<file path="src/rtl/mat_stream_unpack.sv">
// Serialises packed DIM x DIM matrices into one element per handshake, with an
// active + pending buffer. Define MAT_STREAM_TRANSPOSE_EN for column-major emission.
module mat_stream_unpack #(
    parameter int unsigned DIM    = 3,
    parameter int unsigned ELEM_W = 8,
    parameter int unsigned MAT_W  = DIM*DIM*ELEM_W
) (
    input  logic                    clk,
    input  logic                    rst,
    input  logic                    in_valid,
    output logic                    in_ready,
    input  logic [MAT_W-1:0]        in_mat,
    output logic                    out_valid,
    input  logic                    out_ready,
    output logic [ELEM_W-1:0]       out_data,
    output logic [$clog2(DIM)-1:0]  out_row,
    output logic [$clog2(DIM)-1:0]  out_col,
    output logic                    out_last,
    output logic                    busy
);

    localparam int unsigned NELEM = DIM*DIM;
    localparam int unsigned IDX_W = $clog2(DIM);
    localparam int unsigned CNT_W = $clog2(NELEM);
    localparam logic [CNT_W-1:0] LAST_CNT = CNT_W'(NELEM-1);

    typedef enum logic {IDLE, STREAM} state_t;

    state_t             state_q, state_d;
    logic [MAT_W-1:0]   act_q, act_d;
    logic [MAT_W-1:0]   pend_q, pend_d;
    logic               pend_full_q, pend_full_d;
    logic [CNT_W-1:0]   cnt_q, cnt_d;
    logic               out_valid_q, out_valid_d;
    logic [ELEM_W-1:0]  out_data_q, out_data_d;
    logic [IDX_W-1:0]   out_row_q, out_row_d;
    logic [IDX_W-1:0]   out_col_q, out_col_d;
    logic               out_last_q, out_last_d;
    logic               busy_q, busy_d;
    logic               in_hs, out_hs, at_last;
    int unsigned        sel_idx, sel_row, sel_col, sel_elem;

    always_ff @(posedge clk) begin
        if (rst) begin
            state_q     <= IDLE;
            act_q       <= '0;
            pend_q      <= '0;
            pend_full_q <= 1'b0;
            cnt_q       <= '0;
            out_valid_q <= 1'b0;
            out_data_q  <= '0;
            out_row_q   <= '0;
            out_col_q   <= '0;
            out_last_q  <= 1'b0;
            busy_q      <= 1'b0;
        end else begin
            state_q     <= state_d;
            act_q       <= act_d;
            pend_q      <= pend_d;
            pend_full_q <= pend_full_d;
            cnt_q       <= cnt_d;
            out_valid_q <= out_valid_d;
            out_data_q  <= out_data_d;
            out_row_q   <= out_row_d;
            out_col_q   <= out_col_d;
            out_last_q  <= out_last_d;
            busy_q      <= busy_d;
        end
    end

    always_comb begin
        state_d     = state_q;
        act_d       = act_q;
        pend_d      = pend_q;
        pend_full_d = pend_full_q;
        cnt_d       = cnt_q;
        in_hs       = in_valid && !pend_full_q;
        out_hs      = out_valid_q && out_ready;
        at_last     = (cnt_q == LAST_CNT);

        case (state_q)
            IDLE: begin
                if (in_hs) begin
                    act_d   = in_mat;
                    cnt_d   = '0;
                    state_d = STREAM;
                end
            end
            STREAM: begin
                if (out_hs && at_last) begin
                    // Refill from pending first, else straight from input, else drain to idle
                    if (pend_full_q) begin
                        act_d       = pend_q;
                        pend_full_d = 1'b0;
                        cnt_d       = '0;
                    end else if (in_hs) begin
                        act_d = in_mat;
                        cnt_d = '0;
                    end else begin
                        state_d = IDLE;
                    end
                end else begin
                    if (out_hs) begin
                        cnt_d = cnt_q + CNT_W'(1);
                    end
                    if (in_hs) begin
                        pend_d      = in_mat;
                        pend_full_d = 1'b1;
                    end
                end
            end
            default: state_d = IDLE;
        endcase

        // Next presented element derives from next-state buffers so outputs stay registered
        sel_idx = 32'(cnt_d);
`ifdef MAT_STREAM_TRANSPOSE_EN
        sel_row = sel_idx % DIM;
        sel_col = sel_idx / DIM;
`else
        sel_row = sel_idx / DIM;
        sel_col = sel_idx % DIM;
`endif
        sel_elem    = DIM*sel_row + sel_col;
        out_valid_d = (state_d == STREAM);
        out_data_d  = ELEM_W'(act_d >> ((NELEM-1-sel_elem)*ELEM_W));
        out_row_d   = IDX_W'(sel_row);
        out_col_d   = IDX_W'(sel_col);
        out_last_d  = (state_d == STREAM) && (cnt_d == LAST_CNT);
        busy_d      = (state_d == STREAM) || pend_full_d;
    end

    assign in_ready  = !pend_full_q;
    assign out_valid = out_valid_q;
    assign out_data  = out_data_q;
    assign out_row   = out_row_q;
    assign out_col   = out_col_q;
    assign out_last  = out_last_q;
    assign busy      = busy_q;

endmodule

</file>
<file path="config.mk">
export PLATFORM = sky130hd
export DESIGN_NAME = mat_stream_unpack
export DESIGN_NICKNAME = d
export VERILOG_FILES = /design/src/rtl/mat_stream_unpack.sv
export SDC_FILE = /design/constraint.sdc
export NUM_CORES = 1
export LEC_CHECK = 0
export ABC_CLOCK_PERIOD_IN_PS = 15000
export BUFFER_PORTS_ARGS = -buffer_cell sky130_fd_sc_hd__buf_2
export CAP_MARGIN = 0
export CORE_MARGIN = 2
export CORE_UTILIZATION = 30
export CTS_CLUSTER_SIZE = 30
export DETAILED_ROUTE_END_ITERATION = 12
export GPL_TIMING_DRIVEN = 0
export PLACE_DENSITY_LB_ADDON = 0.05
export SYNTH_ARGS = -nofsm -noshare
export SYNTH_HDL_FRONTEND = slang
export SYNTH_SLANG_ARGS = --single-unit
</file>
<file path="constraint.sdc">
create_clock -name clk -period 15 [get_ports clk]
set_input_delay 3 -clock clk [delete_from_list [all_inputs] [get_ports clk]]
set_output_delay 3 -clock clk [all_outputs]
set_load 0.05 [all_outputs]
</file>
* Yosys cells after proc, flatten, opt, wreduce, memory -nomap -nowiden *
Cells that the tools add are included.

word-level totals
  register bits after elaboration = 164
  input bits = 76
  output and inout port bits = 16
  logic and storage cells = 44

operators by class
  add/sub/neg operators = 3
  $mul = 1
  divide/modulo/power cells = 2
  eq/ne operators = 2
  shift operators = 1
  mux-type cells = 16
  bitwise operators = 2
  reduce and logical (&&, ||, !) cells = 7

operators with widths
  kind                                                    number
  two-way mux 72 bit                                      3
  one-hot mux 72 bit (2 select lines)                     1
  right shift 72 x 32 -> 8 bit                            1
  divider 4 x 2 -> 32 bit (second input constant)         1
  remainder unit 4 x 2 -> 32 bit (second input constant)  1
  multiplier 2 x 32 -> 29 bit (first input constant)      1
  adder 29 bit                                            1
  subtractor 4 x 29 -> 29 bit (first input constant)      1
  two-way mux 4 bit                                       4
  == test 4 bit (second input constant)                   2
  one-hot mux 4 bit (2 select lines)                      1
  two-way mux 1 bit                                       6
  adder 4 x 1 -> 4 bit (second input constant)            1
  logical AND 1 bit                                       4
  AND reduction 3 bit                                     1
  NOT 1 bit                                               2
  one-hot mux 1 bit (2 select lines)                      1
  logical NOT 1 bit                                       1
  logical OR 1 bit                                        1

* Logic depth before layout (Yosys ltp) *
  depth after elaboration = 11
  gate-level depth with buffers = 37
  mapped depth without buffers = 33

* Least setup slack after synthesis *
OpenSTA, ideal clock, no wires.

  kind = input port to flip-flop
  from = input port out_ready
  to = register out_data_q[4] (netlist: out_data[4])
  setup time = 86 ps
  data arrival time = 9983 ps
  required time = 14914 ps
  setup slack = 4931 ps
  cell stages on the path = 32
  buffers on the path = 3
  cell sequence = nand2_1 -> or3_1 -> and3_1 -> buf_6 -> clkinv_4 -> clkbuf_1 -> nor2_1 -> ha_1 -> inv_1 -> o41a_1 -> nand2_1 -> mux2_4 -> xnor2_1 -> ha_1 -> or4_4 -> inv_6 -> nor2_1 -> mux2i_1 -> fa_1 -> ha_1 -> fa_1 -> a211oi_1 -> o21bai_1 -> o21ai_0 -> o31ai_1 -> a311o_1 -> a21o_1 -> a31oi_1 -> mux2i_1 -> or4_1 -> buf_1 -> a211oi_1

on the way
  word-level cells in the longest chain between the ends = 9
  elaborated cells on any way between the ends = 13
  those cells by class = 2 x add/sub; 1 x mul; 2 x div; 1 x shift; 5 x mux; 2 x reduce/logical

RTL lines
  what                                                           line     text
  start, declared                                                14       input logic out_ready,
  logical AND 1 bit *                                            78       out_hs = out_valid_q && out_ready;
  two-way mux 4 bit / logical AND 1 bit (equally long branches)  103, 90
  two-way mux 4 bit *                                            90       if (out_hs && at_last) begin
  one-hot mux 4 bit (2 select lines) *                           81       case (state_q)
  named net cnt_d[3]                                             33       logic [CNT_W-1:0] cnt_q, cnt_d;
  divider 4 x 2 -> 32 bit *                                      121      sel_row = sel_idx / DIM;
  named net sel_row[1]                                           41       int unsigned sel_idx, sel_row, sel_col, sel_elem;
  multiplier 2 x 32 -> 29 bit *                                  124      sel_elem = DIM*sel_row + sel_col;
  adder 29 bit *                                                 124
  subtractor 4 x 29 -> 29 bit *                                  126      out_data_d = ELEM_W'(act_d >> ((NELEM-1-sel_elem)*ELEM_W));
  right shift 72 x 32 -> 8 bit *                                 126
  end signal, assigned                                           63       out_data_q <= out_data_d;
  end, declared                                                  35       logic [ELEM_W-1:0] out_data_q, out_data_d;

The timed path passes the listed nets; every way through them passes the cells marked *.
A chain may end at the register's enable or synchronous reset.

* Final worst setup path *
  from = input port out_ready
  to = register out_data_q[5] (netlist: out_data[5])

Same word-level chain as after synthesis.

==> flow_summary.json <==
{
  "crit_arrival_ps": 11680,
  "ys_top_cells_by_area": "dfxtp_1 35%, nand2_1 9.9%, a21oi_1 6.5%",
  "cts.path.max_buffers": 2,
  "cts_made_buffers": 17,
  "r2r_slack_ps": 5780,
  "critPathCaptureType": "flip-flop",
  "synth_area_per_cell_um2": 7.528,
  "layout.nets": 1464,
  "final_hold_viol_count": 0,
  "initial_utilization_pct": 30.40,
  "place_congestion": 0.8499,
  "leakage_nw": 4.435,
  "hold_buffers": 0,
  "die_h_um": 180.0,
  "via_count": 9076,
  "yosysSeqAreaShare_pct": 35.31,
  "finalClockSkew_ps": 11.01,
  "worstMarginPinSlew_ps": 1216,
  "io_pins": 92,
  "antenna_found_initial": 0,
  "rows": 64,
  "regToRegEndpoint": "out_data[5]",
  "cpMostUsedCell": "ha_1",
  "first_pass_iters": 5,
  "reg2regPathDepth": 34,
  "rsz0062_at_grt": "false",
  "r2r-start": "cnt_q[0]",
  "crit_slowest_cell": "or4_4",
  "synth.distinct_cells": 71,
  "yosysWarnings": 0,
  "synthCells": 1235,
  "grt_pass1_vias": 8832,
  "dpl_worst_slack_ps": 3323,
  "portBuffers": 91,
  "outcome": "completed",
  "worstPathMaxFanout": 10,
  "grt_pass1_wl_mm": 51.62,
  "period_minus_slack_ps": 11400,
  "syn_area_um2": 9298,
  "min-delay-start": "pend_q[8]",
  "fin_crit_sh_pct": 76.01,
  "cts_num_sinks": 164,
  "yosys.area.top_type_share_pct": 35.31,
  "synthFlopType": "dfxtp_1",
  "antenna_cells": 0,
  "drv_cap": 0,
  "ys_ff_latch": 164,
  "drt_iter0_drc": 520,
  "relSlewSlack_pct": 18.66,
  "cts_tree": "built",
  "hpwl_mm": 25.00,
  "dpl_cell_area_um2": 10250,
  "setup_ws_ps": 3598,
  "area_growth_pct": 16.54,
  "setup_viol": 0,
  "htreeDepth": 4,
  "hp-class": "flip-flop to flip-flop",
  "core-area_um2": 30590,
  "drive_above_1_share_pct": 11.13,
  "clk_pin_slew_ps": 70,
  "grt_start_max_net_pins": 17,
  "insertion_delay_ps": 430,
  "crit_type": "input port to flip-flop",
  "drc": 0,
  "start_kind": "input port",
  "mostFrequentLayoutCells": "244 x nand2_1, 164 x dfxtp_1, 121 x a21oi_1",
  "power.density_nw_per_um2": 106.1,
  "viasPerCell": 5.177,
  "fmax_mhz": 87.71,
  "async_flop_share_pct": 0,
  "vdd_ir_drop_max_mv": 0.08145,
  "cts_setup_buffers": 0,
  "post_drt_wl_per_cell_um": 18.96,
  "fin_util_pct": 35.42,
  "final_common_cell": "nand2_1",
  "wl_mm": 33.24,
  "root_buffer": "clkbuf_16",
  "final_area_um2": 10840,
  "cts_resized": 0,
  "fp.dieW_um": 180.0,
  "yosysTopAreaCell": "dfxtp_1",
  "cpPeakStageDelay_ps": 610,
  "drv_slew": 0,
  "grt-ovfl-total": 0,
  "grt.total_usage_pct": 20.43,
  "die_area_um2": 32420,
  "hold-worst-slack_ps": 456.0,
  "drtAntennaViolNets": 0,
  "synth_edf_count": 0,
  "syn_nets": 1354,
  "fin_setup_tns_ps": 0,
  "holdPathStages": 2,
  "holdPathEnd": "pend_q[8]",
  "crit_required_ps": 15280
}
## worst max-delay path by stage
stage	cells past startpoint	slack, ps	to	from
4_1_cts	33	3730	out_data[3]	out_ready
2_1_floorplan	32	4930	out_data[4]	out_ready
5_1_grt	31	3100	out_data[0]	in_valid
6_report	33	3600	out_data[5]	out_ready
3_5_place_dp	33	3320	out_data[3]	out_ready
3_3_place_gp	33	3220	out_data[5]	out_ready
## state kept, by name (all words and copies together), names as in the netlist
name	flops
act_q	72
busy	1
cnt_q	4
out_col	2
out_data	8
out_last	1
out_row	2
out_valid	1
pend_full_q	1
pend_q	72
## layer usage
metal / part of all wire (%) / GRT usage, %
met1: 49 / 28.37
met5: 0 / 0
met4: 1.4 / 5.452
met3: 3.0 / 2.648
met2: 46 / 33.43
## power breakdown
group | internal, mW | total, mW | leakage (nW) | switching (mW)
logic | 0.0778 | 0.225 | 2.80 | 0.147
clock network | 0.252 | 0.451 | 0.287 | 0.199
registers | 0.465 | 0.474 | 1.34 | 0.00914
## through the flow
step	cells	power (mW)
6_report	1753	1.150
5_1_grt	1753	1.204
4_1_cts	1753	1.162
3_5_place_dp	1722	0.7094
3_3_place_gp	1722	0.7097
2_1_floorplan	1235	0.6301
## critical path, delay by kind of cell
kind                       cells  cell delay (ps)
AOI/OAI and AO/OA              9             2800
xor gates and xnor gates       1              160
adders and majority gates      5             1780
buffers and inverters          7             1310
muxes                          3              600
and+or+nand+nor                8             2020
## synthesized netlist by cell type, types with 14 or more instances
cell      count
mux2i_1      29
nand3_1      15
dfxtp_1     164
inv_1        47
o21ai_0      80
o22ai_1      77
nor2_1      105
clkbuf_1     71
nor2b_1      19
a21oi_1     121
nand2_1     244
ha_1         41
nand2b_1     17
nor3_1       14
## cells by family after synthesis
| family | share of synthesized area [%] |
|---|---|
| AO/OA/AOI/OAI | 24.87 |
| AND/OR/NAND/NOR | 22.14 |
| XOR/XNOR | 1.238 |
| flip-flops | 35.31 |
| adder cells (fa/ha/maj) | 5.948 |
| multiplexers | 4.696 |
| buffers and inverters | 5.800 |
## area by class of cell
class                           instances  area [um2]
Clock inverter                         13       147.6
Timing Repair Buffer                   91       455.4
Clock buffer                           18       439.2
Fill cell                            3387       19750
Multi-Input combinational cell        937        5475
Tap cell                              396       495.5
Sequential cell                       164        3283
Buffer                                 84       341.6
Inverter                               50       197.7
No activity file was read; power rests on OpenSTA's default activity.
